==> config.mk <==
export PLATFORM = sky130hd
export DESIGN_NAME = raster_timing_gen
export DESIGN_NICKNAME = d
export VERILOG_FILES = /design/src/rtl/raster_pkg.sv /design/src/rtl/sync_delay_line.sv /design/src/rtl/raster_timing_gen.sv
export SDC_FILE = /design/constraint.sdc
export NUM_CORES = 1
export LEC_CHECK = 0
export ABC_AREA = 1
export BUFFER_PORTS_ARGS = -buffer_cell sky130_fd_sc_hd__clkbuf_2
export CAP_MARGIN = 30
export CORE_ASPECT_RATIO = 0.7
export CORE_UTILIZATION = 57
export CTS_CLUSTER_DIAMETER = 30
export DETAILED_ROUTE_END_ITERATION = 12
export GPL_ROUTABILITY_DRIVEN = 0
export PLACE_DENSITY = 0.77
export SYNTH_ARGS = -nofsm -noshare
export SYNTH_HDL_FRONTEND = slang
export SYNTH_SLANG_ARGS = --single-unit
==> constraint.sdc <==
create_clock -name clk -period 1.8 [get_ports clk]
set_input_delay 0.09 -clock clk [delete_from_list [all_inputs] [get_ports clk]]
set_output_delay 0.09 -clock clk [all_outputs]
set_load 0.005 [all_outputs]
==> src/rtl/raster_pkg.sv <==
// Shared raster timing constants: default SVGA 800x600@60 (40 MHz pixel
// rate) timing, the derived totals and sync windows for that default, and
// the coordinate widths used by the overlay comparators.
package raster_pkg;

    // Coordinate widths on the gr_x/gr_y interface.
    localparam int GR_X_W = 11;
    localparam int GR_Y_W = 10;

    // Default horizontal timing in pixels.
    localparam int DEF_H_ACTIVE = 800;
    localparam int DEF_H_FP     = 40;
    localparam int DEF_H_SYNC   = 128;
    localparam int DEF_H_BP     = 88;

    // Default vertical timing in lines.
    localparam int DEF_V_ACTIVE = 600;
    localparam int DEF_V_FP     = 1;
    localparam int DEF_V_SYNC   = 4;
    localparam int DEF_V_BP     = 23;

    // Default sync polarities, where 1 means the pulse is high.
    localparam bit DEF_HS_POL = 1'b1;
    localparam bit DEF_VS_POL = 1'b1;

    // Default alignment delay for the *_d outputs, and its supported maximum.
    localparam int DEF_PIPE_DLY = 1;
    localparam int PIPE_DLY_MAX = 7;

    // Derived totals and sync windows for the default timing.
    localparam int H_TOTAL  = DEF_H_ACTIVE + DEF_H_FP + DEF_H_SYNC + DEF_H_BP;
    localparam int V_TOTAL  = DEF_V_ACTIVE + DEF_V_FP + DEF_V_SYNC + DEF_V_BP;
    localparam int HS_START = DEF_H_ACTIVE + DEF_H_FP;
    localparam int HS_END   = HS_START + DEF_H_SYNC - 1;
    localparam int VS_START = DEF_V_ACTIVE + DEF_V_FP;
    localparam int VS_END   = VS_START + DEF_V_SYNC - 1;

endpackage

==> src/rtl/sync_delay_line.sv <==
// Clock-enable qualified shift register used to delay sync and active-video
// flags so they line up with downstream registered overlay outputs.
// DEPTH must be at least 1; a zero-depth delay is handled by the caller as a
// plain wire. Reset loads every stage with the INACTIVE pattern, so the
// delayed outputs show idle levels until real data has shifted through.
module sync_delay_line
    import raster_pkg::*;
#(
    parameter int               DEPTH    = 1,
    parameter int               WIDTH    = 3,
    parameter logic [WIDTH-1:0] INACTIVE = '0
) (
    input  logic             clk,
    input  logic             reset,
    input  logic             ce,
    input  logic [WIDTH-1:0] d,
    output logic [WIDTH-1:0] q
);

    logic [WIDTH-1:0] sr_p1 [DEPTH];

    // Shift one stage per enabled pixel step; stage 0 takes the new sample.
    always_ff @(posedge clk or posedge reset) begin
        if (reset) begin
            for (int i = 0; i < DEPTH; i++) begin
                sr_p1[i] <= INACTIVE;
            end
        end else if (ce) begin
            sr_p1[0] <= d;
            for (int i = 1; i < DEPTH; i++) begin
                sr_p1[i] <= sr_p1[i-1];
            end
        end
    end

    assign q = sr_p1[DEPTH-1];

endmodule

==> src/rtl/raster_timing_gen.sv <==
// Raster scan timing generator. Internal counters (h_p0, v_p0) hold the
// position that the next pixel step presents. On each enabled step that
// position, together with its decoded sync, active-video and line/frame
// strobes, is registered onto the outputs, and the counters advance.
// hsync_d/vsync_d/enable_d are the same flags delayed by PIPE_DLY pixel
// steps (0..7) so they line up with the overlays' registered outputs.
module raster_timing_gen
    import raster_pkg::*;
#(
    parameter int H_ACTIVE = DEF_H_ACTIVE,
    parameter int H_FP     = DEF_H_FP,
    parameter int H_SYNC   = DEF_H_SYNC,
    parameter int H_BP     = DEF_H_BP,
    parameter int V_ACTIVE = DEF_V_ACTIVE,
    parameter int V_FP     = DEF_V_FP,
    parameter int V_SYNC   = DEF_V_SYNC,
    parameter int V_BP     = DEF_V_BP,
    parameter bit HS_POL   = DEF_HS_POL,
    parameter bit VS_POL   = DEF_VS_POL,
    parameter int PIPE_DLY = DEF_PIPE_DLY
) (
    input  logic              clk,
    input  logic              reset,
    input  logic              pix_ce,
    output logic [GR_X_W-1:0] gr_x,
    output logic [GR_Y_W-1:0] gr_y,
    output logic              enable,
    output logic              hsync,
    output logic              vsync,
    output logic              line_start,
    output logic              frame_start,
    output logic              hsync_d,
    output logic              vsync_d,
    output logic              enable_d
);

    // Timing boundaries at counter width so every compare is unsigned and
    // width-matched.
    localparam int H_TOT = H_ACTIVE + H_FP + H_SYNC + H_BP;
    localparam int V_TOT = V_ACTIVE + V_FP + V_SYNC + V_BP;

    localparam logic [GR_X_W-1:0] H_LAST_C   = GR_X_W'(H_TOT - 1);
    localparam logic [GR_X_W-1:0] H_ACT_C    = GR_X_W'(H_ACTIVE);
    localparam logic [GR_X_W-1:0] HS_FIRST_C = GR_X_W'(H_ACTIVE + H_FP);
    localparam logic [GR_X_W-1:0] HS_LAST_C  = GR_X_W'(H_ACTIVE + H_FP + H_SYNC - 1);

    localparam logic [GR_Y_W-1:0] V_LAST_C   = GR_Y_W'(V_TOT - 1);
    localparam logic [GR_Y_W-1:0] V_ACT_C    = GR_Y_W'(V_ACTIVE);
    localparam logic [GR_Y_W-1:0] VS_FIRST_C = GR_Y_W'(V_ACTIVE + V_FP);
    localparam logic [GR_Y_W-1:0] VS_LAST_C  = GR_Y_W'(V_ACTIVE + V_FP + V_SYNC - 1);

    localparam logic HS_OFF = ~HS_POL;
    localparam logic VS_OFF = ~VS_POL;

    // Stage p0: next-position counters and their decode.
    logic [GR_X_W-1:0] h_p0;
    logic [GR_Y_W-1:0] v_p0;
    logic              h_last_p0;
    logic              v_last_p0;
    logic              enable_p0;
    logic              hsync_p0;
    logic              vsync_p0;
    logic              line_p0;
    logic              frame_p0;

    // Advance the next-position counters one pixel per enabled step,
    // wrapping at the end of each line and at the end of the frame.
    always_ff @(posedge clk or posedge reset) begin
        if (reset) begin
            h_p0 <= '0;
            v_p0 <= '0;
        end else if (pix_ce) begin
            if (h_last_p0) begin
                h_p0 <= '0;
                v_p0 <= v_last_p0 ? '0 : v_p0 + GR_Y_W'(1);
            end else begin
                h_p0 <= h_p0 + GR_X_W'(1);
            end
        end
    end

    // Decode the position about to be presented. vsync depends only on the
    // line number, so once registered it changes only when gr_x returns to 0.
    always_comb begin
        h_last_p0 = (h_p0 == H_LAST_C);
        v_last_p0 = (v_p0 == V_LAST_C);
        enable_p0 = (h_p0 < H_ACT_C) && (v_p0 < V_ACT_C);
        hsync_p0  = ((h_p0 >= HS_FIRST_C) && (h_p0 <= HS_LAST_C)) ? HS_POL : HS_OFF;
        vsync_p0  = ((v_p0 >= VS_FIRST_C) && (v_p0 <= VS_LAST_C)) ? VS_POL : VS_OFF;
        line_p0   = (h_p0 == '0);
        frame_p0  = line_p0 && (v_p0 == '0);
    end

    // Stage p1: present the position and its flags. Strobes clear on any
    // idle step so each one is a single clk cycle wide.
    always_ff @(posedge clk or posedge reset) begin
        if (reset) begin
            gr_x        <= '0;
            gr_y        <= '0;
            enable      <= 1'b0;
            hsync       <= HS_OFF;
            vsync       <= VS_OFF;
            line_start  <= 1'b0;
            frame_start <= 1'b0;
        end else if (pix_ce) begin
            gr_x        <= h_p0;
            gr_y        <= v_p0;
            enable      <= enable_p0;
            hsync       <= hsync_p0;
            vsync       <= vsync_p0;
            line_start  <= line_p0;
            frame_start <= frame_p0;
        end else begin
            line_start  <= 1'b0;
            frame_start <= 1'b0;
        end
    end

    // Stage p2: alignment delay on {hsync, vsync, enable}.
    logic [2:0] sync_p1;
    logic [2:0] sync_d;

    assign sync_p1 = {hsync, vsync, enable};

    generate
        if (PIPE_DLY == 0) begin : g_no_dly
            assign sync_d = sync_p1;
        end else begin : g_dly
            localparam logic [2:0] SYNC_IDLE = {HS_OFF, VS_OFF, 1'b0};

            sync_delay_line #(
                .DEPTH   (PIPE_DLY),
                .WIDTH   (3),
                .INACTIVE(SYNC_IDLE)
            ) u_sync_dly (
                .clk  (clk),
                .reset(reset),
                .ce   (pix_ce),
                .d    (sync_p1),
                .q    (sync_d)
            );
        end
    endgenerate

    assign {hsync_d, vsync_d, enable_d} = sync_d;

endmodule

# After elaboration in Yosys (flattened, before gate mapping)
# Index checks and enable logic that the tools add are counted.
# op_classes
n_addsub	2
order_cmp	6
eq_ne	2
n_mux	6
reduce_logical	7
# op_table
cell	count
11-bit by 1-bit adder with 11-bit output (second input constant)	1
11-bit equality test (second input constant)	1
11-bit by 10-bit greater-or-equal comparator with 1-bit output (second input constant)	1
11-bit by 10-bit <= comparator with 1-bit output (second input constant)	1
11-bit zero test	1
11-bit by 10-bit less-than comparator with 1-bit output (second input constant)	1
11-bit 2-to-1 mux	1
10-bit by 1-bit adder with 10-bit output (second input constant)	1
10-bit equality test (second input constant)	1
10-bit greater-or-equal comparator (second input constant)	1
10-bit <= comparator (second input constant)	1
10-bit zero test	1
10-bit less-than comparator (second input constant)	1
10-bit 2-to-1 mux	1
1-bit logical AND	4
1-bit 2-to-1 mux	4
2-bit AND reduction	1
# word_totals
reg_bits	50

# Longest topological paths before layout
# depth
ltp_word	3
mapped_depth	9

# Cells and area by module
# From an unflattened synthesis, not the netlist that was laid out.
# unflattened
cells_unflattened	302
hier_area_um2	2451.1
# by_module_without_submodules
module	instances	cells_each	area_each_um2	seq_area_each_um2
raster_timing_gen	1	288	2334.7	1176.1
sync_delay_line	1	14	116.4	75.1

# Least setup slack after synthesis
# OpenSTA, ideal clock, no wires.
# synth_timing
path_kind	register to register
start	register v_p0[0]
end	register v_p0[8]
arrival_ns	1.195
required_time_ns	1.679
slack_ns	0.485
stages_incl_launch_ff	7
path_buffers	0
synth_period_minus_slack_ns	1.315
cell_sequence	dfrtp_1 ha_1 nand3_1 nor2_1 nand3_1 nor3_1 nor2_1
# synth_between
elab_chain_cells	2
word_cells_on_any_way	3
# synth_rtl
element	line	text
start, declared	raster_timing_gen.sv:57	logic [GR_Y_W-1:0] v_p0;
start signal, assigned	raster_timing_gen.sv:75	v_p0 <= v_last_p0 ? '0 : v_p0 + GR_Y_W'(1);
10-bit by 1-bit adder with 10-bit output / 10-bit equality test (equally long branches)	raster_timing_gen.sv:75, raster_timing_gen.sv:86	
10-bit 2-to-1 mux *	raster_timing_gen.sv:75	
# Mark *: on every way between the ends. The rest lies on a longest branch, timed or not.
# A chain may end at the register's enable or synchronous reset.

# Worst setup path after layout
# layout_timing
start	register h_p0[0]
end	register v_p0[6]
# layout_between
elab_chain_cells	2
# layout_rtl
element	line	text
start, declared	raster_timing_gen.sv:56	logic [GR_X_W-1:0] h_p0;
start signal, assigned	raster_timing_gen.sv:77	h_p0 <= h_p0 + GR_X_W'(1);
11-bit equality test	raster_timing_gen.sv:85	h_last_p0 = (h_p0 == H_LAST_C);
2-bit AND reduction (no source line)	--	
# No other way between the ends.

==> impl_metrics.yaml <==
route:
  drt_iter0_drc: 147
  post_drt_via_cell_ratio: 5.272
  vias: 1998
  drc: 0
  wl_um: 5041
  drtAntennaViolNets: 0
  first_pass_iters: 4
  wl_per_cell_um: 13.30
timing:
  drv_slew: 0
  slew-limit-headroom: 0.6639
  min_period_ps: 1562
  setup_tns_ps: 0
  tightestPinTransition_ps: 503.4
  rsz0062_at_grt: "no"
  final_hold_viol_count: 0
  fin_crit_sh: 0.8681
  fmax_mhz: 640.0
  setup_violations: 0
  clock_skew_ps: 7.209
power_and_ir_drop:
  power.density_nw_per_um2: 970.2
  vdd_drop_max_uv: 509.9
  p_leak_uw: 0.001419
cells_and_area:
  nNetsFinal: 336
  drive_gt1_frac: 0.1651
  final_cell_mix: "nand2_1 (78), dfrtp_1 (50), nor2_1 (32)"
  diodes: 0
  finish.instance_area_sq_um: 2770
  areaGrowthSynthToFinish_pct: 13.25
  nFillCells: 336
  final_common_cell: "nand2_1"
  instances_no_fill: 379
cts:
  clock-root-buffer: "clkbuf_8"
  clk_pin_slew_ps: 90
  clock_sinks: 50
  h-tree-depth: 2
  cts_tree: "yes"
  cts.path.max_buffers: 2
  numCtsBuffers: 5
  insertion_delay_ps: 300
  cts_setup_buffers: 0
yosys:
  yosysSeqAreaShare: 0.5115
  yosysWarnings: 0
  syn_area_per_cell_sq_um: 8.292
  syn_nets: 304
  synth_cell_types: 24
  yosys_register_bits: 50
  synthSimpleGateAreaFrac: 0.2813
  synth_mux_area_frac: 0
  synth_top_family_by_area: "simple AND/OR/NAND/NOR gates"
  synth_fa_ha_area_frac: 0.03069
  synth_compound_area_frac: 0.06957
  synth-xor-area-share: 0.03581
  synthCells: 295
  syn_area_sq_um: 2446
critical_path:
  startpoint_type: "flop"
  cp_data_required_time_ps: 1990
  cp-end-kind: "flop"
  cp.depth: 6
  path_delay_family: "simple AND/OR/NAND/NOR gates"
  slowest_delay_ps: 400
  critical_path_buf_inv_count: 1
  crit_path_max_fanout: 6
  cp_slowest_cell: "dfrtp_1"
  critPathKind: "flop to flop"
  crit_arrival_ps: 1760
  reg2regPathDepth: 6
  crit_path_frequent_cell: "nand2_1"
  crit_chain: "ha_1 -> nand3_2 -> inv_1 -> nand4_1 -> nand2_1 -> nand2_1"
global_routing:
  grtUsageTotal: 0.2623
  grt_pass1_wl_um: 8859
  antenna_found_initial: 0
  grt_max_degree: 42
  grt_pass1_vias: 1870
  overflow: 0
run_status:
  status: "complete, no violations"
placement:
  placed_area_sq_um: 2648
  io_buffers: 31
  place_inst: 371
  hpwl_um: 3674
floorplan:
  fp.dieH_um: 56.81
  die_w_um: 80.30
  ioPinCount: 32
  die_area_sq_um: 4562
  start_util: 0.6088
  rows: 19
  core-area_sq_um: 4018
hold_path:
  hold_path_depth: 2
  min_path_type: "primary input to flop"
flow_run:
  cap_viol_max_count: 0
-- metrics by stage --
| step | total power [uW] | util | hold WS, ps | setup slack [ps] |
|---|---|---|---|---|
| 5_1_grt | 2858 | 0.6895 | 232.2 | 90.04 |
| 2_1_floorplan | 1721 | - | 384.0 | 484.6 |
| 3_3_place_gp | 1878 | 0.6590 | 136.3 | 316.3 |
| 4_1_cts | 2705 | 0.6895 | 193.8 | 253.9 |
| 3_5_place_dp | 1900 | 0.6590 | 132.1 | 282.5 |
| 6_report | 2688 | 0.6895 | 196.8 | 237.5 |
-- logic make-up (layout without fill, tap and decap cells) --
kind of cell,count (synthesis),count (layout)
simple gates,154,154
flops,50,50
xor+xnor,10,10
buf+inv,42,74
fa+ha+maj,6,6
compound gates,33,33
-- what timing repair did --
action,4_1_cts,5_1_grt
endpoints found under the setup margin,0,0
resized for setup,0,0
endpoints found under the hold margin,23,0
hold buffers,1,0
-- cells in the mapped netlist (all sizes together) --
| cell type | instances | share of area |
|---|---|---|
| buf | 6 | 0.016 |
| clkbuf | 4 | 0.0061 |
| o21ai | 29 | 0.059 |
| xor2 | 9 | 0.032 |
| nand3 | 25 | 0.058 |
| ha | 6 | 0.031 |
| nor3 | 5 | 0.012 |
| dfrtp | 50 | 0.51 |
| nand2 | 81 | 0.13 |
| a21oi | 2 | 0.0041 |
| nor2 | 35 | 0.063 |
| nand4 | 8 | 0.020 |
| xnor2 | 1 | 0.0036 |
| inv | 32 | 0.049 |
| o211ai | 2 | 0.0061 |
-- worst register-to-register path, stage by stage (launching register included) --
cell	delay, ps
dfrtp_1	400
ha_1	230
nand3_2	150
inv_1	150
nand4_1	310
nand2_1	150
nand2_1	60
-- cell type report --
| type | count | area, sq um | area share |
|---|---|---|---|
| timing repair buffer | 35 | 200.2 | 0.07227 |
| tap | 52 | 65.06 | 0.02349 |
| clock buffer | 6 | 82.58 | 0.02981 |
| sequential | 50 | 1251 | 0.4517 |
| inverter | 32 | 120.1 | 0.04336 |
| clock inverter | 1 | 30.03 | 0.01084 |
| multi-input combinational | 203 | 1021 | 0.3686 |
-- metal layers --
layer | part of all wire | track usage | vias up | wire [um]
met1 | 0.52 | 0.4055 | 941 | 2617
met3 | 0.053 | 0.05528 | 5 | 269
li1 | - | - | 996 | -
met2 | 0.41 | 0.3590 | 56 | 2090
met4 | 0.012 | 0.09439 | 0 | 63
met5 | 0 | 0 | - | 0
-- final timing paths --
| check | end | startpoint | slack [ps] |
|---|---|---|---|
| setup / recovery | v_p0[6] | h_p0[0] | 240 |
| setup reg to reg | v_p0[6] | h_p0[0] | 240 |
| max in group asynchronous | gr_y[1] | reset | 930 |
| hold reg to reg | gr_y[4] | gr_y[4] | 480 |
| min in group asynchronous | gr_x[10] | reset | 360 |
| hold / removal | hsync | pix_ce | 200 |
-- registers in the layout (all words and copies together) (netlist names) --
name,flops
gr_x,11
h_p0,11
gr_y,10
v_p0,10
g_dly.u_sync_dly.q,3
enable,1
frame_start,1
hsync,1
line_start,1
vsync,1
-- power breakdown --
| group | switching (uW) | leakage, uW | internal [uW] | total, uW |
|---|---|---|---|---|
| clock network | 361 | 0.0000573 | 445 | 806 |
| logic | 304 | 0.000732 | 175 | 480 |
| registers | 135 | 0.000629 | 1270 | 1400 |
| total | 801 | 0.00142 | 1890 | 2690 |
Power figures use the tool's default switching activity.
